## config.mk

```make
export PLATFORM = sky130hd
export DESIGN_NAME = sram_access_arbiter_flat
export DESIGN_NICKNAME = d
export VERILOG_FILES = /design/src/rtl/sram_access_arbiter_if.sv /design/src/rtl/sram_access_arbiter.sv /design/src/flat_wrapper.sv
export SDC_FILE = /design/constraint.sdc
export NUM_CORES = 1
export LEC_CHECK = 0
export ABC_AREA = 1
export BUFFER_PORTS_ARGS = -buffer_cell sky130_fd_sc_hd__buf_2
export CORE_UTILIZATION = 49
export DETAILED_ROUTE_END_ITERATION = 7
export GPL_TIMING_DRIVEN = 0
export MAX_ROUTING_LAYER = met4
export PLACE_DENSITY = 0.89
export SETUP_SLACK_MARGIN = 0.3
export SYNTH_ARGS = -nofsm -noshare
export SYNTH_HDL_FRONTEND = slang
export SYNTH_SLANG_ARGS = --single-unit
```

## constraint.sdc

```tcl
create_clock -name clk -period 1.8 [get_ports clk]
set_clock_uncertainty 0.1 [all_clocks]
set_input_delay 0.36 -clock clk [delete_from_list [all_inputs] [get_ports clk]]
set_output_delay 0.36 -clock clk [all_outputs]
set_load 0.01 [all_outputs]
```

## src/rtl/sram_access_arbiter_if.sv

```systemverilog
// Request/response and backend command signals shared by the audio path, the CPU path
// and the SRAM backend; the arbiter takes the slave view.

interface sram_access_arbiter_if #(
  parameter int ADDR_W = 17,
  parameter int DATA_W = 16
) ();
  logic              aud_req;
  logic              aud_wr;
  logic [ADDR_W-1:0] aud_addr;
  logic [DATA_W-1:0] aud_wdata;
  logic              aud_ack;
  logic [DATA_W-1:0] aud_rdata;

  logic              cpu_req;
  logic              cpu_wr;
  logic [ADDR_W-1:0] cpu_addr;
  logic [DATA_W-1:0] cpu_wdata;
  logic              cpu_ack;
  logic [DATA_W-1:0] cpu_rdata;

  logic              mem_start;
  logic              mem_wr;
  logic [ADDR_W-1:0] mem_addr;
  logic [DATA_W-1:0] mem_wdata;
  logic              mem_busy;
  logic              mem_done;
  logic [DATA_W-1:0] mem_rdata;

  modport slave (
    input  aud_req, aud_wr, aud_addr, aud_wdata,
    output aud_ack, aud_rdata,
    input  cpu_req, cpu_wr, cpu_addr, cpu_wdata,
    output cpu_ack, cpu_rdata,
    output mem_start, mem_wr, mem_addr, mem_wdata,
    input  mem_busy, mem_done, mem_rdata
  );

  modport master (
    output aud_req, aud_wr, aud_addr, aud_wdata,
    input  aud_ack, aud_rdata,
    output cpu_req, cpu_wr, cpu_addr, cpu_wdata,
    input  cpu_ack, cpu_rdata,
    input  mem_start, mem_wr, mem_addr, mem_wdata,
    output mem_busy, mem_done, mem_rdata
  );
endinterface

```

## src/rtl/sram_access_arbiter.sv

```systemverilog
// Shares one SRAM backend between audio and CPU: one transaction in flight, audio priority
// with a bounded audio streak so the CPU cannot starve, sticky timeout flag.

module sram_arb_lane #(
  parameter int DATA_W = 16
) (
  input  logic              clk,
  input  logic              reset,
  input  logic              sel,
  input  logic              done,
  input  logic              load,
  input  logic [DATA_W-1:0] load_data,
  output logic              ack,
  output logic [DATA_W-1:0] rdata
);
  assign ack = sel & done;

  // Read data is held between acks; writes never touch it.
  always_ff @(posedge clk) begin
    if (reset)            rdata <= '0;
    else if (sel && load) rdata <= load_data;
  end
endmodule

module sram_access_arbiter #(
  parameter int ADDR_W      = 17,
  parameter int DATA_W      = 16,
  parameter int AUD_BURST   = 4,
  parameter int TIMEOUT_CYC = 255
) (
  input  logic                 clk,
  input  logic                 reset,
  sram_access_arbiter_if.slave bus,
  input  logic                 err_clr,
  output logic                 owner,
  output logic                 timeout_err
);
  localparam int NUM_REQ = 2;
  localparam int SW      = $clog2(AUD_BURST + 1);
  localparam int CW      = $clog2(TIMEOUT_CYC + 1);
  localparam logic [SW-1:0] BURST_MAX = SW'(AUD_BURST);
  localparam logic [CW-1:0] TO_LAST   = CW'(TIMEOUT_CYC - 1);

  typedef enum logic [1:0] {S_IDLE, S_ISSUE, S_WAIT, S_DONE} state_t;

  typedef struct packed {
    logic              wr;
    logic [ADDR_W-1:0] addr;
    logic [DATA_W-1:0] wdata;
  } cmd_t;

  state_t                         state, state_nxt;
  logic [SW-1:0]                  streak, streak_nxt;
  logic [CW-1:0]                  cnt, cnt_nxt;
  cmd_t                           cmd_q;
  cmd_t [NUM_REQ-1:0]             cmd;
  logic [NUM_REQ-1:0]             req, ack;
  logic [NUM_REQ-1:0][DATA_W-1:0] rdata;
  logic                           go, grant_cpu, ld_rd, to_hit;
  logic [DATA_W-1:0]              rd_nxt;

  // Lane 0 is audio, lane 1 is CPU; owner doubles as the lane index.
  assign req    = {bus.cpu_req, bus.aud_req};
  assign cmd[0] = '{wr: bus.aud_wr, addr: bus.aud_addr, wdata: bus.aud_wdata};
  assign cmd[1] = '{wr: bus.cpu_wr, addr: bus.cpu_addr, wdata: bus.cpu_wdata};

  always_comb begin
    state_nxt  = state;
    streak_nxt = streak;
    cnt_nxt    = cnt;
    go         = 1'b0;
    grant_cpu  = 1'b0;
    ld_rd      = 1'b0;
    to_hit     = 1'b0;
    rd_nxt     = '0;
    case (state)
      S_IDLE: begin
        if (!bus.mem_busy && |req) begin
          go        = 1'b1;
          grant_cpu = req[1] & (~req[0] | (streak == BURST_MAX));
          state_nxt = S_ISSUE;
        end
        // Streak only counts audio wins that actually held the CPU off.
        if (!req[1])                                     streak_nxt = '0;
        else if (go && grant_cpu)                        streak_nxt = '0;
        else if (go && streak != BURST_MAX)              streak_nxt = streak + 1'b1;
      end
      S_ISSUE: begin
        cnt_nxt   = '0;
        state_nxt = S_WAIT;
      end
      S_WAIT: begin
        // A done arriving on the last allowed cycle still counts as a normal completion.
        if (bus.mem_done) begin
          state_nxt = S_DONE;
          ld_rd     = ~cmd_q.wr;
          rd_nxt    = bus.mem_rdata;
        end else if (cnt == TO_LAST) begin
          state_nxt = S_DONE;
          ld_rd     = ~cmd_q.wr;
          to_hit    = 1'b1;
        end else begin
          cnt_nxt = cnt + 1'b1;
        end
      end
      S_DONE:  state_nxt = S_IDLE;
      default: state_nxt = S_IDLE;
    endcase
  end

  always_ff @(posedge clk) begin
    if (reset) begin
      state       <= S_IDLE;
      streak      <= '0;
      cnt         <= '0;
      cmd_q       <= '0;
      owner       <= 1'b0;
      timeout_err <= 1'b0;
    end else begin
      state  <= state_nxt;
      streak <= streak_nxt;
      cnt    <= cnt_nxt;
      if (go) begin
        cmd_q <= grant_cpu ? cmd[1] : cmd[0];
        owner <= grant_cpu;
      end
      if (to_hit)       timeout_err <= 1'b1;
      else if (err_clr) timeout_err <= 1'b0;
    end
  end

  for (genvar i = 0; i < NUM_REQ; i++) begin : g_lane
    sram_arb_lane #(.DATA_W(DATA_W)) u_lane (
      .clk       (clk),
      .reset     (reset),
      .sel       (owner == 1'(i)),
      .done      (state == S_DONE),
      .load      (ld_rd),
      .load_data (rd_nxt),
      .ack       (ack[i]),
      .rdata     (rdata[i])
    );
  end

  assign bus.aud_ack   = ack[0];
  assign bus.aud_rdata = rdata[0];
  assign bus.cpu_ack   = ack[1];
  assign bus.cpu_rdata = rdata[1];

  assign bus.mem_start = (state == S_ISSUE);
  assign bus.mem_wr    = cmd_q.wr;
  assign bus.mem_addr  = cmd_q.addr;
  assign bus.mem_wdata = cmd_q.wdata;

  a_start_pulse: assert property (@(posedge clk) disable iff (reset)
    bus.mem_start |=> !bus.mem_start);
  a_ack_excl: assert property (@(posedge clk) disable iff (reset)
    !(bus.aud_ack && bus.cpu_ack));
  a_ack_pulse: assert property (@(posedge clk) disable iff (reset)
    (bus.aud_ack || bus.cpu_ack) |=> !(bus.aud_ack || bus.cpu_ack));
endmodule
```

## src/flat_wrapper.sv

```systemverilog
// flat-port wrapper written by rule: the top's interface ports become plain ports
module sram_access_arbiter_flat 
#(
  parameter int ADDR_W      = 17,
  parameter int DATA_W      = 16,
  parameter int AUD_BURST   = 4,
  parameter int TIMEOUT_CYC = 255
)
  (clk, reset, err_clr, owner, timeout_err, bus_aud_req, bus_aud_wr, bus_aud_addr, bus_aud_wdata, bus_aud_ack, bus_aud_rdata, bus_cpu_req, bus_cpu_wr, bus_cpu_addr, bus_cpu_wdata, bus_cpu_ack, bus_cpu_rdata, bus_mem_start, bus_mem_wr, bus_mem_addr, bus_mem_wdata, bus_mem_busy, bus_mem_done, bus_mem_rdata);
  sram_access_arbiter_if #(.ADDR_W(ADDR_W), .DATA_W(DATA_W)) bus_i ();
  input  logic clk;
  input  logic reset;
  input  logic err_clr;
  output logic owner;
  output logic timeout_err;
  input wire logic [$bits(bus_i.aud_req)-1:0] bus_aud_req;
  input wire logic [$bits(bus_i.aud_wr)-1:0] bus_aud_wr;
  input wire logic [$bits(bus_i.aud_addr)-1:0] bus_aud_addr;
  input wire logic [$bits(bus_i.aud_wdata)-1:0] bus_aud_wdata;
  output wire logic [$bits(bus_i.aud_ack)-1:0] bus_aud_ack;
  output wire logic [$bits(bus_i.aud_rdata)-1:0] bus_aud_rdata;
  input wire logic [$bits(bus_i.cpu_req)-1:0] bus_cpu_req;
  input wire logic [$bits(bus_i.cpu_wr)-1:0] bus_cpu_wr;
  input wire logic [$bits(bus_i.cpu_addr)-1:0] bus_cpu_addr;
  input wire logic [$bits(bus_i.cpu_wdata)-1:0] bus_cpu_wdata;
  output wire logic [$bits(bus_i.cpu_ack)-1:0] bus_cpu_ack;
  output wire logic [$bits(bus_i.cpu_rdata)-1:0] bus_cpu_rdata;
  output wire logic [$bits(bus_i.mem_start)-1:0] bus_mem_start;
  output wire logic [$bits(bus_i.mem_wr)-1:0] bus_mem_wr;
  output wire logic [$bits(bus_i.mem_addr)-1:0] bus_mem_addr;
  output wire logic [$bits(bus_i.mem_wdata)-1:0] bus_mem_wdata;
  input wire logic [$bits(bus_i.mem_busy)-1:0] bus_mem_busy;
  input wire logic [$bits(bus_i.mem_done)-1:0] bus_mem_done;
  input wire logic [$bits(bus_i.mem_rdata)-1:0] bus_mem_rdata;
  assign bus_i.aud_req = bus_aud_req;
  assign bus_i.aud_wr = bus_aud_wr;
  assign bus_i.aud_addr = bus_aud_addr;
  assign bus_i.aud_wdata = bus_aud_wdata;
  assign bus_aud_ack = bus_i.aud_ack;
  assign bus_aud_rdata = bus_i.aud_rdata;
  assign bus_i.cpu_req = bus_cpu_req;
  assign bus_i.cpu_wr = bus_cpu_wr;
  assign bus_i.cpu_addr = bus_cpu_addr;
  assign bus_i.cpu_wdata = bus_cpu_wdata;
  assign bus_cpu_ack = bus_i.cpu_ack;
  assign bus_cpu_rdata = bus_i.cpu_rdata;
  assign bus_mem_start = bus_i.mem_start;
  assign bus_mem_wr = bus_i.mem_wr;
  assign bus_mem_addr = bus_i.mem_addr;
  assign bus_mem_wdata = bus_i.mem_wdata;
  assign bus_i.mem_busy = bus_mem_busy;
  assign bus_i.mem_done = bus_mem_done;
  assign bus_i.mem_rdata = bus_mem_rdata;
  sram_access_arbiter #(.ADDR_W(ADDR_W), .DATA_W(DATA_W), .AUD_BURST(AUD_BURST), .TIMEOUT_CYC(TIMEOUT_CYC)) u_core (.clk(clk), .reset(reset), .bus(bus_i), .err_clr(err_clr), .owner(owner), .timeout_err(timeout_err));
endmodule
```

[After elaboration in Yosys (flattened, before gate mapping)]
Cells that the tools add are included.
Word-level totals
  register bits: 81
  bits of input ports: 91
  output and inout bits: 71
  word-level logic and storage cells: 70
Cells by class
  $add $sub $neg: 2
  equal/unequal tests: 11
  mux-type cells: 27
  bitwise gates (word level): 7
  reduce and logical (&&, ||, !) cells: 13
Operators by type and width (number)
  $mux 34: 1
  $mux 16: 2
  $mux 8: 2
  $pmux 8 s2: 1
  $mux 1: 14
  $mux 3: 3
  $add 8x1->8 const B: 1
  $eq 8x8->1 const B: 1
  $pmux 2 s4: 1
  $mux 2: 3
  $logic_and 1x1->1: 5
  $eq 2x2->1 const B: 2
  $ne 2x2->1 const B: 2
  $reduce_and 2->1: 2
  $reduce_bool 2->1: 2
  $add 3x1->3 const B: 1
  $and 1x1->1: 3
  $eq 3x3->1 const B: 1
  $ne 3x1->1 const B: 1
  $ne 3x2->1 const B: 1
  $ne 3x3->1 const B: 1
  $not 1->1: 3
  $reduce_and 3->1: 1
  $eq 2x1->1 const B: 1
  other kinds (5): 5

[Depth between registers and ports, before layout]
Gate-level depths: netlist of run 1.
  depth in word-level cells: 8
  gate-level depth with buffers: 11
  mapped depth without buffers: 10

[Cells and area by module]
From an unflattened synthesis of run 1, not the netlist that was laid out.
Second synthesis, totals
  cell total of the unflattened synthesis: 546
  area total of the unflattened synthesis: 4166.5 sq um
By module, submodules not included
  sram_access_arbiter: instances 1, cells each 338, area each 2800.2 sq um, sequential area each 980.9 sq um
  sram_arb_lane: instances 2, cells each 104, area each 683.2 sq um, sequential area each 320.3 sq um

[Least setup slack after synthesis of run 1]
No wires, ideal clock.
  path type: register to register
  start point: register u_core.state[0]
  end point: register u_core.g_lane[1].u_lane.rdata[0]
  setup time: 110 ps
  data arrival time: 1400 ps
  data required time: 1590 ps
  setup slack: 190 ps
  stages on the path, launching flop included: 10
  path buffers: 2
  period minus slack after synthesis: 1610 ps
  path through: dfxtp_1 -> inv_1 -> ha_1 -> inv_1 -> nor2_4 -> buf_2 -> buf_2 -> nand4_1 -> nand2_1 -> nor2_1
On the way
  longest elaborated chain between the ends: 3
  elaborated cells between the ends (all ways): 4
  classes of those cells: 1 x eq/ne; 2 x mux; 1 x reduce/logical
RTL lines
  start, declared: RTL line sram_access_arbiter.sv:52  | state_t state, state_nxt;
  start signal, assigned: RTL line sram_access_arbiter.sv:120  | state <= state_nxt;
  $eq 2x2->1 *: RTL line sram_access_arbiter.sv:76  | case (state)
  $mux 1: RTL line sram_access_arbiter.sv:76
  $logic_and 1x1->1: RTL line sram_access_arbiter.sv:21  | else if (sel && load) rdata <= load_data;
  end signal, assigned: RTL line sram_access_arbiter.sv:21
  end, declared: RTL line sram_access_arbiter.sv:14  | output logic [DATA_W-1:0] rdata
Every way passes the cells marked *; elsewhere a longest branch is shown, timed or not.
A chain may end at the register's enable or synchronous reset.

[Worst setup path in the final report of run 1]
  start point: register u_core.state[1]
  end point: register u_core.cmd_q, in the netlist u_core.bus.mem_addr[2]
On the way
  longest elaborated chain between the ends: 3
  elaborated cells between the ends (all ways): 4
  classes of those cells: 3 x mux; 1 x reduce/logical
RTL lines
  $logic_not 2->1 *: RTL line sram_access_arbiter.sv:76
  $mux 1: RTL line sram_access_arbiter.sv:76
  $mux 34: RTL line sram_access_arbiter.sv:124  | cmd_q <= grant_cpu ? cmd[1] : cmd[0];
  end signal, assigned: RTL line sram_access_arbiter.sv:124
  end, declared: RTL line sram_access_arbiter.sv:55  | cmd_t cmd_q;
Marked as above.

==> flow_summary.ini, run 1 <==
[status]
status = completed

[global_routing]
antenna_found_initial = 0
grt_first_pass_wirelength_mm = 18.89
grt_use_total = 0.2812
grt_pass1_vias = 4308
grt_overflow = 0
grt_max_degree = 15

[layout]
antenna_cells = 0
final_common_cell = buf_2
instances_no_fill = 917
fin_area_mm2 = 0.006061
fin_nets = 909
syn_to_final_growth_pct = 47.86
layout_common_cells = 162 x buf_2, 108 x nand2_1, 100 x inv_1
drive_above_1_share = 0.4196
utilization = 0.7645
fillers = 567

[critical_path]
path_common_cell = inv_4
r2r_cells = 8
critPathSlowestCell = dfxtp_4
cp-end-kind = register
critPathLaunchType = register
path_class = reg -> reg
cp.arrival_ns = 1.85
critical_path.max_stage_delay_ns = 0.38
worstPathMaxFanout = 9
required_ns = 1.98
crit_chain = inv_4 -> ha_4 -> inv_4 -> nor3_4 -> buf_6 -> buf_8 -> o21ai_0 -> a21oi_1

[placed_design]
dp_hpwl_mm = 8.432
gp_congestion = 0.9581
placed_area_mm2 = 0.005041
place_inst = 865
port_buffers = 160

[timing]
setup_viol = 0
fmax_mhz = 599.3
min_period_over_period = 0.9269
rsz0062_at_grt = yes
tightest_slew_ns = 0.3876
maxSlewViolCount = 0
hold_viol = 0
slew_headroom = 0.7416
hold_slack_ns = 0.1665
period_needed_ns = 1.668

[synthesis]
yosysUniqueCellTypes = 30
syn_area_per_cell_um2 = 6.798
synth-edff-count = 0
yosysTopAreaCell = dfxtp_1
ys.flop_type = dfxtp_1
netlist_instances = 603
netlist.area_leader.share = 0.3956
syn-num-nets = 702
ys_seq_elements = 81
synthArstFlopShare = 0
ys.warnings.count = 0
ys_seq_area_frac = 0.3956
netlist_area_mm2 = 0.004099
netlist_top_cells_area = dfxtp_1 40%, nand2_1 11%, inv_1 10%

[clock_tree]
cts_made_buffers = 9
clk_pin_slew_ns = 0.09
holdBufCountCts = 0
tritoncts = yes
clk_path_buf_depth = 2
htreeDepth = 3
clock_latency_ns = 0.36
root_buffer = clkbuf_8
clock-sinks = 81

[power]
p_leak_nw = 3.176
p_total_mw = 6.341
peakVddDrop_mv = 0.5883
p_per_area_mw_per_mm2 = 1046

[drt]
ant_nets = 0
post_drt_via_cell_ratio = 5.132
drt_iter0_drc = 209
num_vias = 4706
drcViolationCount = 0
wire_per_inst_um = 14.34
dr.pass1.iters = 5
drt_wl_total_mm = 13.15

[run]
max-cap-violations = 0

[floorplan]
die_height_um = 93.46
core_mm2 = 0.007928
start_util = 0.5170
io_pins = 162
dieArea_mm2 = 0.008735
rows = 32
die-width_um = 93.46

[min_path]
hold_path.class = in -> reg
worst_hold_path.num_cells = 4
[layer usage]
metal	global-route usage	part of all wire	vias up
li1	-	-	2293
met1	0.3122	0.39	2112
met2	0.5061	0.52	262
met3	0.03659	0.064	39
met4	0.1179	0.029	0
met5	-	0	-
[where the power goes]
part | switching [mW] | total, mW | internal [mW] | leakage (nW)
sequential | 0.213 | 2.32 | 2.10 | 0.667
clock | 0.708 | 1.35 | 0.647 | 0.0964
combinational | 1.44 | 2.67 | 1.23 | 2.41
[what timing repair did]
item / CTS / global route
pin swaps: 7 / 31
resized for setup: 65 / 108
setup buffers: 11 / 15
hold endpoints to repair: 0 / 0
cloned: 2 / 8
setup endpoints to repair: 79 / 80
[area by class of cell]
class	count	area (µm²)	share of cell area
buffer	32	339.1	0.05595
clock buffer	10	127.6	0.02106
clock inverter	6	68.82	0.01135
multi-input combinational	379	2135	0.3522
sequential	81	1645	0.2715
tap	102	127.6	0.02106
timing repair buffer	196	1189	0.1961
inverter	111	429.2	0.07081
[per-stage QoR]
stage / setup WS [ns] / setup TNS, ns
finish: 0.1315 / 0
global route: 0.08254 / 0
CTS: 0.2074 / 0
detailed placement: -0.009795 / -0.01192
global placement: 0.06081 / 0
floorplan: 0.2829 / 0
[flip-flops by register name, indices dropped and copies added, names as in the netlist]
register / cells
u_core.bus.mem_wdata: 16
u_core.g_lane.u_lane.rdata: 32
u_core.owner: 1
u_core.cnt: 8
u_core.timeout_err: 1
u_core.state: 2
u_core.bus.mem_addr: 17
u_core.streak: 3
u_core.bus.mem_wr: 1
[worst max-delay path: cells and delay by family (launching register included)]
kind,cells,cell delay (ns)
simple gates,1,0.15
buf+inv,4,0.47
compound gates,2,0.31
fa+ha+maj,1,0.16
flops,1,0.38
[cell families after synthesis]
group / Yosys count / synth area share
simple gates: 247 / 0.2744
buf+inv: 143 / 0.1517
compound gates: 123 / 0.1517
flops: 81 / 0.3956
fa+ha+maj: 8 / 0.02442
xor+xnor: 1 / 0.002137
[final timing paths]
check	to	startpoint	slack, ns
setup reg to reg	u_core.bus.mem_addr[2]	u_core.state[1]	0.13
hold / removal	u_core.timeout_err	err_clr	0.17
hold reg to reg	u_core.timeout_err	u_core.timeout_err	0.39
setup / recovery	u_core.bus.mem_addr[2]	u_core.state[1]	0.13
[cells in the mapped netlist (2+ instances only)]
| master | number |
|---|---|
| nand2_1 | 123 |
| inv_1 | 109 |
| dfxtp_1 | 81 |
| o21ai_0 | 72 |
| nor2_1 | 61 |
| a21oi_1 | 49 |
| nand4_1 | 21 |
| nand2_2 | 18 |
| buf_2 | 17 |
| nand3_1 | 10 |
| ha_1 | 8 |
| clkbuf_1 | 5 |
| buf_6 | 4 |
| buf_4 | 3 |
| nor3_1 | 3 |
| nand2_4 | 2 |
| nand3_4 | 2 |
| nor2_4 | 2 |
| or2_2 | 2 |
(Power assumes the default switching activity.)
==> inputs of run 2 (changes only) <==
Settings changed: ABC_AREA 1 to 0, CORE_UTILIZATION 49 to 47.
==> run 2 against run 1 <==
Against the previous run: the flow now finishes with violations (setup timing); clock power rose by 4%; synthesized cell count fell by 42%; die area fell by 11%; combinational power fell by 21%; routed wire length rose by 3.6%; critical path type unchanged; largest power group is now sequential cells.
==> flow_summary.ini, run 2 <==
[status]
status = complete, but fails checks
violations = setup timing

[placed_design]
gp_congestion = 0.8263
port_buffers = 160
placed_area_mm2 = 0.004552
dp_hpwl_mm = 7.319
place_inst = 607

[global_routing]
grt_first_pass_wirelength_mm = 16.77
antenna_found_initial = 0
grt_pass1_vias = 3656
grt_use_total = 0.2949
grt_overflow = 0
grt_max_degree = 14

[synthesis]
netlist_area_mm2 = 0.003481
yosysUniqueCellTypes = 47
syn_area_per_cell_um2 = 10.00
synth.most_common_cell = dfxtp_1
ys_seq_elements = 81
ys_top_cells_by_count = 81 x dfxtp_1, 34 x nand2b_1, 34 x o22ai_1, 33 x mux2i_1, 33 x o2bb2ai_1
synth-edff-count = 0
ys.flop_type = dfxtp_1
yosysTopAreaCell = dfxtp_1
ys_seq_area_frac = 0.4659
netlist.area_leader.share = 0.4659
syn-num-nets = 447
netlist_top_cells_area = dfxtp_1 47%, mux2i_1 9.5%, o2bb2ai_1 8.3%
synthArstFlopShare = 0
ys.warnings.count = 0
netlist_instances = 348

[drt]
drcViolationCount = 0
dr.pass1.iters = 4
wire_per_inst_um = 20.42
drt_iter0_drc = 140
drt_wl_total_mm = 13.62
num_vias = 3797
post_drt_via_cell_ratio = 5.693
ant_nets = 0

[layout]
drive_above_1_share = 0.5898
fillers = 385
fin_area_mm2 = 0.005894
layout_common_cells = 158 x buf_2, 70 x dfxtp_1, 33 x nand2b_1
antenna_cells = 0
largest_reg_flops = 32
final_common_cell = buf_2
syn_to_final_growth_pct = 69.34
instances_no_fill = 667
regMostFlops = u_core.g_lane.u_lane.rdata
multi_input_area_mm2 = 0.002302
seq_area_mm2 = 0.001640
fin_nets = 663

[timing]
setup_viol = 2
period_needed_ns = 1.853
slew_headroom = 0.6336
tightest_slew_ns = 0.5496
rsz0062_at_grt = yes
fmax_mhz = 539.8
maxSlewViolCount = 0
hold_viol = 0
worst_slack_ns = -0.05257
min_period_over_period = 1.029

[floorplan]
die_height_um = 88.06
io_pins = 162
die-width_um = 88.06
rows = 31
core_mm2 = 0.007214
start_util = 0.4825
dieArea_mm2 = 0.007755

[clock_tree]
clk_pin_slew_ns = 0.09
holdBufCountCts = 0
tritoncts = yes
clock_latency_ns = 0.36
cts_made_buffers = 9
htreeDepth = 3
clock-sinks = 81
clk_path_buf_depth = 2
root_buffer = clkbuf_8

[critical_path]
cp.arrival_ns = 2.00
critPathLaunchType = register
path_class = reg -> reg
required_ns = 1.95
cp-end-kind = register
startpoint = u_core.streak[1]
worstReg2RegStart = u_core.streak[1]
worstPathMaxFanout = 10

[power]
p_per_area_mw_per_mm2 = 960.8
peakVddDrop_mv = 0.5084
p_leak_nw = 2.627

[run]
max-cap-violations = 0

[min_path]
hold_path.class = in -> reg
holdCritStartpoint = bus_mem_rdata[11]
==> run 2: changes by cell type after synthesis, sizes merged, moves of 39 or more <==
cell and change:
nor2 -53, o21ai -64, inv -103, a21oi -39
nand2 -119
==> run 2: logic make-up (layout without fill, tap and decap cells) <==
group / after synthesis / count (layout) / synth area share
AO/OA/AOI/OAI: 96 / 96 / 0.1988
XOR/XNOR: 1 / 1 / 0.002517
adder cells (fa/ha/maj): 8 / 8 / 0.02876
buffers and inverters: 32 / 252 / 0.04996
flip-flops: 81 / 81 / 0.4659
multiplexers: 33 / 33 / 0.09490
AND/OR/NAND/NOR: 97 / 97 / 0.1592
==> run 2: path summary, 6_finish.rpt <==
path,end,slack (ns),cells after the start
max reg2reg,u_core.bus.mem_addr[8],-0.05,8
min reg2reg,u_core.bus.mem_wdata[12],0.37,1
max,u_core.bus.mem_addr[8],-0.05,8
min,u_core.g_lane[0].u_lane.rdata[11],0.16,3
==> run 2: area by class of cell <==
cell class / instances / area share
Buffer: 25 / 0.04606
Clock buffer: 11 / 0.02568
Clock inverter: 4 / 0.008491
Inverter: 7 / 0.005731
Multi-Input combinational cell: 235 / 0.3906
Sequential cell: 81 / 0.2783
Tap cell: 99 / 0.02101
Timing Repair Buffer: 205 / 0.2242
==> run 2: worst max-delay path, stage by stage, from the launching register on <==
cell       delay [ns]
dfxtp_2          0.34
inv_2            0.06
ha_4             0.15
a21boi_4         0.05
or3b_1           0.38
buf_6            0.17
buf_12           0.16
o22ai_4          0.24
o2bb2ai_2        0.08
==> run 2: routing by layer <==
metal  part of all wire  track usage  vias to the layer above
met5                  0            -                        -
met4              0.053       0.1628                        0
met3              0.076      0.06692                       72
met2               0.51       0.5321                      207
met1               0.36       0.2921                     1813
li1                   -            -                     1705
==> run 2: stage by stage <==
stage	worst slack, ns	util	setup TNS [ns]	hold WS (ns)	power (mW)
global route	-0.1053	0.8170	-0.6909	0.1636	5.886
floorplan	0.1231	-	0	0.3530	2.950
global placement	-0.07042	0.6309	-0.9218	0.3429	3.354
finish	-0.05257	0.8170	-0.05751	0.1606	5.664
detailed placement	-0.08499	0.6309	-1.703	0.3470	3.410
CTS	0.07403	0.7456	0	0.1603	5.098
==> run 2: what timing repair did <==
item / 4_1_cts / 5_1_grt
setup endpoints to repair: 81 / 82
setup buffers: 24 / 18
cloned: 2 / 1
gates resized for setup: 73 / 73
hold endpoints to repair: 0 / 0
pin swaps: 19 / 29
==> run 2: power breakdown <==
part	switching (mW)	total, mW	internal, mW	leakage (nW)
logic	1.04	2.11	1.07	1.86
clock network	0.691	1.40	0.714	0.106
registers	0.171	2.15	1.98	0.663
